===== src/rtl/clk_div_pkg.sv =====
// clk_div_pkg: shared types and helpers for the clk_divider block.
//   state_t   - divider control states (IDLE, RUN, STOP)
//   MIN_DIV   - smallest divisor the block will run with
//   clamp_div - raises divisor requests below MIN_DIV to MIN_DIV
package clk_div_pkg;

  typedef enum logic [1:0] {
    IDLE = 2'd0,
    RUN  = 2'd1,
    STOP = 2'd2
  } state_t;

  localparam int unsigned MIN_DIV = 2;

  function automatic int unsigned clamp_div(input int unsigned v);
    return (v < MIN_DIV) ? MIN_DIV : v;
  endfunction

endpackage


===== src/rtl/clk_divider.sv =====
// clk_divider: programmable integer clock divider feeding the clock buffer.
//
// Produces a registered divided clock (div_clk) from mclk with a period of
// exactly N mclk cycles: N - floor(N/2) cycles high, floor(N/2) cycles low.
// Start and stop are glitch-free, and divisor changes take effect only at
// period boundaries.
//
// Ports:
//   mclk     in   master clock, all logic on posedge
//   rst_n    in   synchronous active-low reset
//   en       in   run request (level)
//   div_val  in   requested divisor, 0/1 clamped to 2
//   div_load in   strobe capturing div_val into the shadow register
//   sync_req in   (CLKDIV_SYNC_EN only) restart the period at the next edge
//   div_clk  out  divided clock
//   tick     out  one-cycle pulse in the cycle div_clk rises
//   busy     out  high whenever the divider is not idle
//   div_act  out  divisor currently in effect
//
// Build option: define CLKDIV_SYNC_EN to add the sync_req phase-align input.
module clk_divider
  import clk_div_pkg::*;
#(
  parameter int unsigned DIV_W   = 8,
  parameter int unsigned DIV_RST = 4
) (
  input  logic             mclk,
  input  logic             rst_n,
  input  logic             en,
  input  logic [DIV_W-1:0] div_val,
  input  logic             div_load,
`ifdef CLKDIV_SYNC_EN
  input  logic             sync_req,
`endif
  output logic             div_clk,
  output logic             tick,
  output logic             busy,
  output logic [DIV_W-1:0] div_act
);

  localparam logic [DIV_W-1:0] RST_DIV = DIV_W'(DIV_RST);

  state_t           state_q, state_d;
  logic [DIV_W-1:0] cnt_q, cnt_d;
  logic [DIV_W-1:0] act_d;
  logic [DIV_W-1:0] shadow_q, shadow_d;
  logic             pend_q, pend_d;
  logic             clk_d, tick_d;

  logic [DIV_W-1:0] hi;
  logic [DIV_W-1:0] cnt_nxt;
  logic             last;
  logic             boundary;
  logic             sync_hit;

  // High phase is the larger half so odd divisors favour high.
  assign hi      = div_act - (div_act >> 1);
  assign last    = (cnt_q == div_act - 1'b1);
  assign cnt_nxt = last ? '0 : cnt_q + 1'b1;

`ifdef CLKDIV_SYNC_EN
  assign sync_hit = sync_req;
`else
  assign sync_hit = 1'b0;
`endif

  always_comb begin
    state_d  = state_q;
    cnt_d    = cnt_q;
    clk_d    = div_clk;
    tick_d   = 1'b0;
    act_d    = div_act;
    shadow_d = shadow_q;
    pend_d   = pend_q;
    boundary = 1'b0;

    unique case (state_q)
      IDLE: begin
        // Every idle edge is a boundary, so a pending load lands at once.
        boundary = 1'b1;
        cnt_d    = '0;
        if (en) begin
          state_d = RUN;
          clk_d   = 1'b1;
          tick_d  = 1'b1;
        end else begin
          clk_d   = 1'b0;
        end
      end
      RUN, STOP: begin
        if (sync_hit) begin
          boundary = 1'b1;
          cnt_d    = '0;
          clk_d    = 1'b1;
          tick_d   = 1'b1;
          state_d  = en ? RUN : STOP;
        end else if (!en && last) begin
          boundary = 1'b1;
          state_d  = IDLE;
          cnt_d    = '0;
          clk_d    = 1'b0;
        end else begin
          // STOP keeps counting; it only differs from RUN in that the
          // period end drops to IDLE instead of wrapping.
          boundary = last;
          cnt_d    = cnt_nxt;
          clk_d    = (cnt_nxt < hi);
          tick_d   = last;
          state_d  = en ? RUN : STOP;
        end
      end
      default: begin
        state_d = IDLE;
        cnt_d   = '0;
        clk_d   = 1'b0;
      end
    endcase

    if (boundary && pend_q) begin
      act_d  = shadow_q;
      pend_d = 1'b0;
    end

    // A load on a boundary edge is captured for the following boundary.
    if (div_load) begin
      shadow_d = DIV_W'(clamp_div(32'(div_val)));
      pend_d   = 1'b1;
    end
  end

  always_ff @(posedge mclk) begin
    if (!rst_n) begin
      state_q  <= IDLE;
      cnt_q    <= '0;
      div_clk  <= 1'b0;
      tick     <= 1'b0;
      div_act  <= RST_DIV;
      shadow_q <= RST_DIV;
      pend_q   <= 1'b0;
    end else begin
      state_q  <= state_d;
      cnt_q    <= cnt_d;
      div_clk  <= clk_d;
      tick     <= tick_d;
      div_act  <= act_d;
      shadow_q <= shadow_d;
      pend_q   <= pend_d;
    end
  end

  assign busy = (state_q != IDLE);

endmodule


===== config.mk =====
export PLATFORM = sky130hd
export DESIGN_NAME = clk_divider
export DESIGN_NICKNAME = d
export VERILOG_FILES = /design/src/rtl/clk_div_pkg.sv /design/src/rtl/clk_divider.sv
export SDC_FILE = /design/constraint.sdc
export NUM_CORES = 1
export LEC_CHECK = 0
export BUFFER_PORTS_ARGS = -buffer_cell sky130_fd_sc_hd__clkbuf_2
export CAP_MARGIN = 30
export CORE_MARGIN = 10
export CORE_UTILIZATION = 58
export DETAILED_ROUTE_END_ITERATION = 6
export PLACE_DENSITY = 0.87
export SLEW_MARGIN = 40
export SYNTH_ARGS = -nofsm -noshare
export SYNTH_HDL_FRONTEND = slang
export SYNTH_SLANG_ARGS = --single-unit

===== constraint.sdc =====
create_clock -name mclk -period 3.09 [get_ports mclk]
set_input_delay 0 -clock mclk [delete_from_list [all_inputs] [get_ports mclk]]
set_output_delay 0 -clock mclk [all_outputs]
set_load 0.1 [all_outputs]

== Word level (Yosys, flattened, before mapping) ==
Index checks and enable logic that the tools add are counted.
Word-level totals
  register bits: 29
  latch bits: 0
  bits in writable memories: 0
  bits in read-only memories: 0
  input port bits: 12
  output and inout port bits: 11
  memories: 0
Operators by class
  add/sub/neg operators: 3
  multipliers: 0
  div/mod/pow operators: 0
  order comparisons: 2
  eq/ne operators: 4
  shift-type cells: 0
  muxes and demuxes: 15
  bitwise gates (word level): 2
  reductions and logical operators: 8
Operators by type and width (count)
  $mux 8: 2
  $add 8x1->8 const B: 1
  $eq 8x8->1: 1
  $lt 8x2->1 const B: 1
  $lt 8x8->1: 1
  $sub 8x1->8 const B: 1
  $sub 8x7->8: 1
  $mux 1: 6
  $mux 2: 3
  $pmux 1 s2: 3
  $pmux 2 s2: 1
  $reduce_bool 2->1: 2
  $reduce_or 3->1: 1
  $eq 2x1->1 const B: 1
  $eq 2x2->1 const B: 1
  $logic_and 1x1->1: 2
  $logic_not 2->1: 1
  $ne 2x2->1 const B: 1
  $not 1->1: 2
  $reduce_or 2->1: 1
  $logic_not 1->1: 1

== Longest topological paths before layout ==
  depth after elaboration: 8
  depth in mapped cells: 16

== Least setup slack after synthesis ==
No wires, ideal clock.
  path type: register to register
  start: reg div_act[2]
  end: reg div_clk
  setup time: 0.069 ns
  data arrival time: 3.464 ns
  data required time: 3.021 ns
  setup slack: -0.443 ns
  stages on the path, launching flop included: 16
  path buffers: 1
  period minus slack after synthesis: 3.533 ns
  path through: dfxtp_1 -> inv_1 -> ha_1 -> nand2b_1 -> mux2_1 -> o22ai_1 -> and4_4 -> buf_6 -> nor2_1 -> ha_1 -> nand2_1 -> o21bai_1 -> a21oi_1 -> nor4_1 -> nand2_1 -> o21ai_1
Between the ends
  word-level cells in the longest chain between the ends: 6
  elaborated cells on any way between the ends: 8
  those cells by class: 2 x add/sub; 1 x order compare; 1 x eq/ne; 3 x mux; 1 x reduce/logical
RTL lines
  start: declaration: line clk_divider.sv:38  | output logic [DIV_W-1:0] div_act
  start signal: assignment: line clk_divider.sv:145  | div_act <= act_d;
  $sub 8x1->8: line clk_divider.sv:58  | assign last = (cnt_q == div_act - 1'b1);
  $eq 8x8->1: line clk_divider.sv:58
  $mux 8: line clk_divider.sv:59  | assign cnt_nxt = last ? '0 : cnt_q + 1'b1;
  net cnt_nxt[3]: line clk_divider.sv:51  | logic [DIV_W-1:0] cnt_nxt;
  $lt 8x8->1: line clk_divider.sv:107  | clk_d = (cnt_nxt < hi);
  $mux 1: line clk_divider.sv:97  | end else if (!en && last) begin
  $pmux 1 s2: line clk_divider.sv:77  | unique case (state_q)
  end signal: assignment: line clk_divider.sv:143  | div_clk <= clk_d;
  end: declaration: line clk_divider.sv:35  | output logic div_clk,
The timed path passes the listed nets, and every way through them passes these cells.
A chain may end at the register's enable or synchronous reset.

== Worst setup path in the final report ==
  start: reg div_act[3]
  end: reg div_clk
Same word-level chain as after synthesis.

==> results.toml <==
[outcome]
status = "complete, no violations"

[detailed_routing]
via_count = 1645
dr.pass1.iters = 4
routed.top_layer = "met4"
wl_met3_um = 235
drc = 0
via_per_inst = 5.29
met1_length_um = 1890
wl_per_cell_um = 14.2
first_iter_violations = 60
wl_met2_um = 2240
ant_nets = 0
wirelength_um = 4430

[clock_network]
cts_buffer_depth = 2
cts_tree = "done"
cts.sinks = 29
htreeDepth = 2
clk_latency_ns = 0.32
numCtsBuffers = 5
root_buffer = "clkbuf_4"
clk_pin_slew_ns = 0.09

[floorplan]
dieArea_um2 = 6140
num_rows = 21
dieWidth_um = 78.4
start_util_pct = 59.7
pin_count = 23
die_h_um = 78.4
core-area_um2 = 3310

[synth]
ys_async_sr_fraction_pct = 0
synth_edf_count = 0
syn_inst = 227
yosys.area.top_type = "dfxtp_1"
synth_cell_type_count = 42
synth_top_area_share_pct = 29.4
synth_area_per_cell_um2 = 8.71
synth_flop_cell = "dfxtp_1"
yosys_warnings = 0
syn-num-nets = 265
seq_area_frac_synth_pct = 29.4
synth_seq_cells = 29
ys_top_cells_by_area = "dfxtp_1 (29%), ha_1 (16%), mux2i_1 (7.6%), xnor2_1 (5.3%), xor2_1 (4.9%)"
netlist_area_um2 = 1980

[critical_path]
path_class = "reg2reg"
crit_chain = "inv_1 -> ha_1 -> nand2b_1 -> mux2_1 -> o22ai_2 -> and4_4 -> nor2b_1 -> ha_1 -> nor2b_1 -> o21bai_1 -> a21oi_1 -> nor4_1 -> nand2_1 -> o21ai_1"
crit_path_start_kind = "register"
cp.arrival_ns = 3.20
slowest_delay_ns = 0.39
cp.required_ns = 3.36
crit_fanout = 5
end_kind = "register"
critical_path.slowest_cell = "dfxtp_4"

[timing]
maxSlewViolCount = 0
worstMarginPinSlew_ns = 0.548
finalCriticalPeriod_ns = 2.94
fmax_ghz = 0.341
period_share_pct = 95.0
finalSetupViolations = 0
layout_setup_ws_ns = 0.155
hold_viol = 0
finClkSkew_ns = 0.00893
relSlewSlack_pct = 63.6

[pwr]
leakagePower_nw = 1.06
ir_drop_uv = 276
power_uw = 874
pwr_density_cell_nw_per_um2 = 374

[place]
gp_congestion = 0.862
post-dp-hpwl_um = 3140
dp_slack_ns = 0.206
portBuffers = 22

[grt]
grt_start_max_net_pins = 22
grt_usage_pct = 14.1
grt_pass1_wl_um = 7190
grt_pass1_vias = 1611
grt-ovfl-total = 0
grt_antenna_before_repair = 0

[finish]
drive_above_1_share_pct = 21.1
fillers = 273
final_net_count = 302
multi_input_area_um2 = 1310
seq_area_um2 = 597
area_growth_pct = 18.0
n_antenna_cell = 0

[hold_path]
hp-class = "in2reg"

[run]
drv_cap = 0
==> area by class of cell <==
cell class	instances	area share (%)
clock buffers	8	2.52
multi-input cells	172	56.1
repair buffers	36	10.1
flip-flops and latches	29	25.6
well taps	46	2.47
inverters	20	3.22
==> final timing paths <==
check | startpoint | to | slack (ns) | depth (start not counted)
setup / recovery | div_act[3]$_SDFFE_PN0P_ | div_clk$_SDFF_PN0_ | 0.15 | 14
hold / removal | div_val[0] | shadow_q[0]$_SDFFE_PN0P_ | 0.05 | 4
setup reg to reg | div_act[3]$_SDFFE_PN0P_ | div_clk$_SDFF_PN0_ | 0.15 | 14
hold reg to reg | shadow_q[0]$_SDFFE_PN0P_ | div_act[0]$_SDFFE_PN0P_ | 0.46 | 2
==> synth_stat cells, types with 2 or more instances <==
master,number
xor2_1,11
nand2b_1,4
mux2i_1,15
o22ai_1,3
o21ai_0,2
a21boi_0,2
a21o_1,2
dfxtp_1,29
xnor2_1,12
inv_1,20
o21bai_1,3
nor2_1,25
and3_1,4
nand2_1,23
nor4_1,2
nor3_1,3
ha_1,25
nand3_1,5
nor2b_1,3
buf_6,2
a21oi_1,8
clkbuf_1,4
==> worst max-delay path: cells and delay by family, from the launching register on <==
| kind | cells | cell delay, ns |
|---|---|---|
| compound gates | 4 | 0.55 |
| buf+inv | 1 | 0.09 |
| fa+ha+maj | 2 | 0.50 |
| simple gates | 6 | 1.04 |
| mux | 1 | 0.31 |
| flops | 1 | 0.39 |
==> layer usage <==
metal	track usage, %	vias up
li1	-	840
met1	15.9	760
met2	24.6	38
met3	4.21	7
met4	5.38	0
met5	0	-
==> state kept, by name, indices dropped and copies added (netlist names) <==
| name | flops |
|---|---|
| shadow_q | 8 |
| div_act | 8 |
| state_q | 2 |
| cnt_q | 8 |
| pend_q | 1 |
| div_clk | 1 |
| tick | 1 |
==> cells by family (layout without fill, tap and decap cells) <==
kind of cell / Yosys count / after routing / synth area share [%]
and+or+nand+nor: 77 / 78 / 18.8
DFF: 29 / 29 / 29.4
AOI/OAI and AO/OA: 28 / 28 / 9.87
buffers and inverters: 27 / 64 / 5.95
adders and majority gates: 26 / 26 / 16.8
xor gates and xnor gates: 24 / 24 / 11.0
muxes: 16 / 16 / 8.16
==> report_power, final <==
part	internal, mW	switching [mW]	total (mW)
sequential	0.387	0.0138	0.401
combinational	0.0891	0.147	0.236
clock	0.112	0.125	0.237
==> per-stage QoR <==
step	hold slack (ns)	instances	cell area [um^2]	setup TNS [ns]	util [%]
after CTS	0.0226	304	2250	0	68.0
after global placement	0.236	288	2110	0	63.8
after detailed placement	0.240	288	2110	0	63.8
after floorplan	0.0793	227	1990	0	-
after global routing	0.0453	311	2330	-0.0557	70.5
final	0.0452	311	2330	0	70.5
==> placed cells by master, fill, tap and decap left out, types with 6 or more instances in the layout <==
master          n
ha_1           24
dfxtp_1        22
buf_4           6
xor2_1         11
inv_1          18
nand2_1        23
clkbuf_2       22
a21oi_1         7
nor2_1         25
xnor2_1        12
dlygate4sd3_1   8
mux2i_1        15
==> timing repair <==
item,CTS,global route
buffers inserted,0,6
endpoints found under the setup margin,0,1
hold buffers,8,0
gates resized for setup,0,9
endpoints found under the hold margin,10,0
Note: power is estimated with default switching activity, not from simulation.
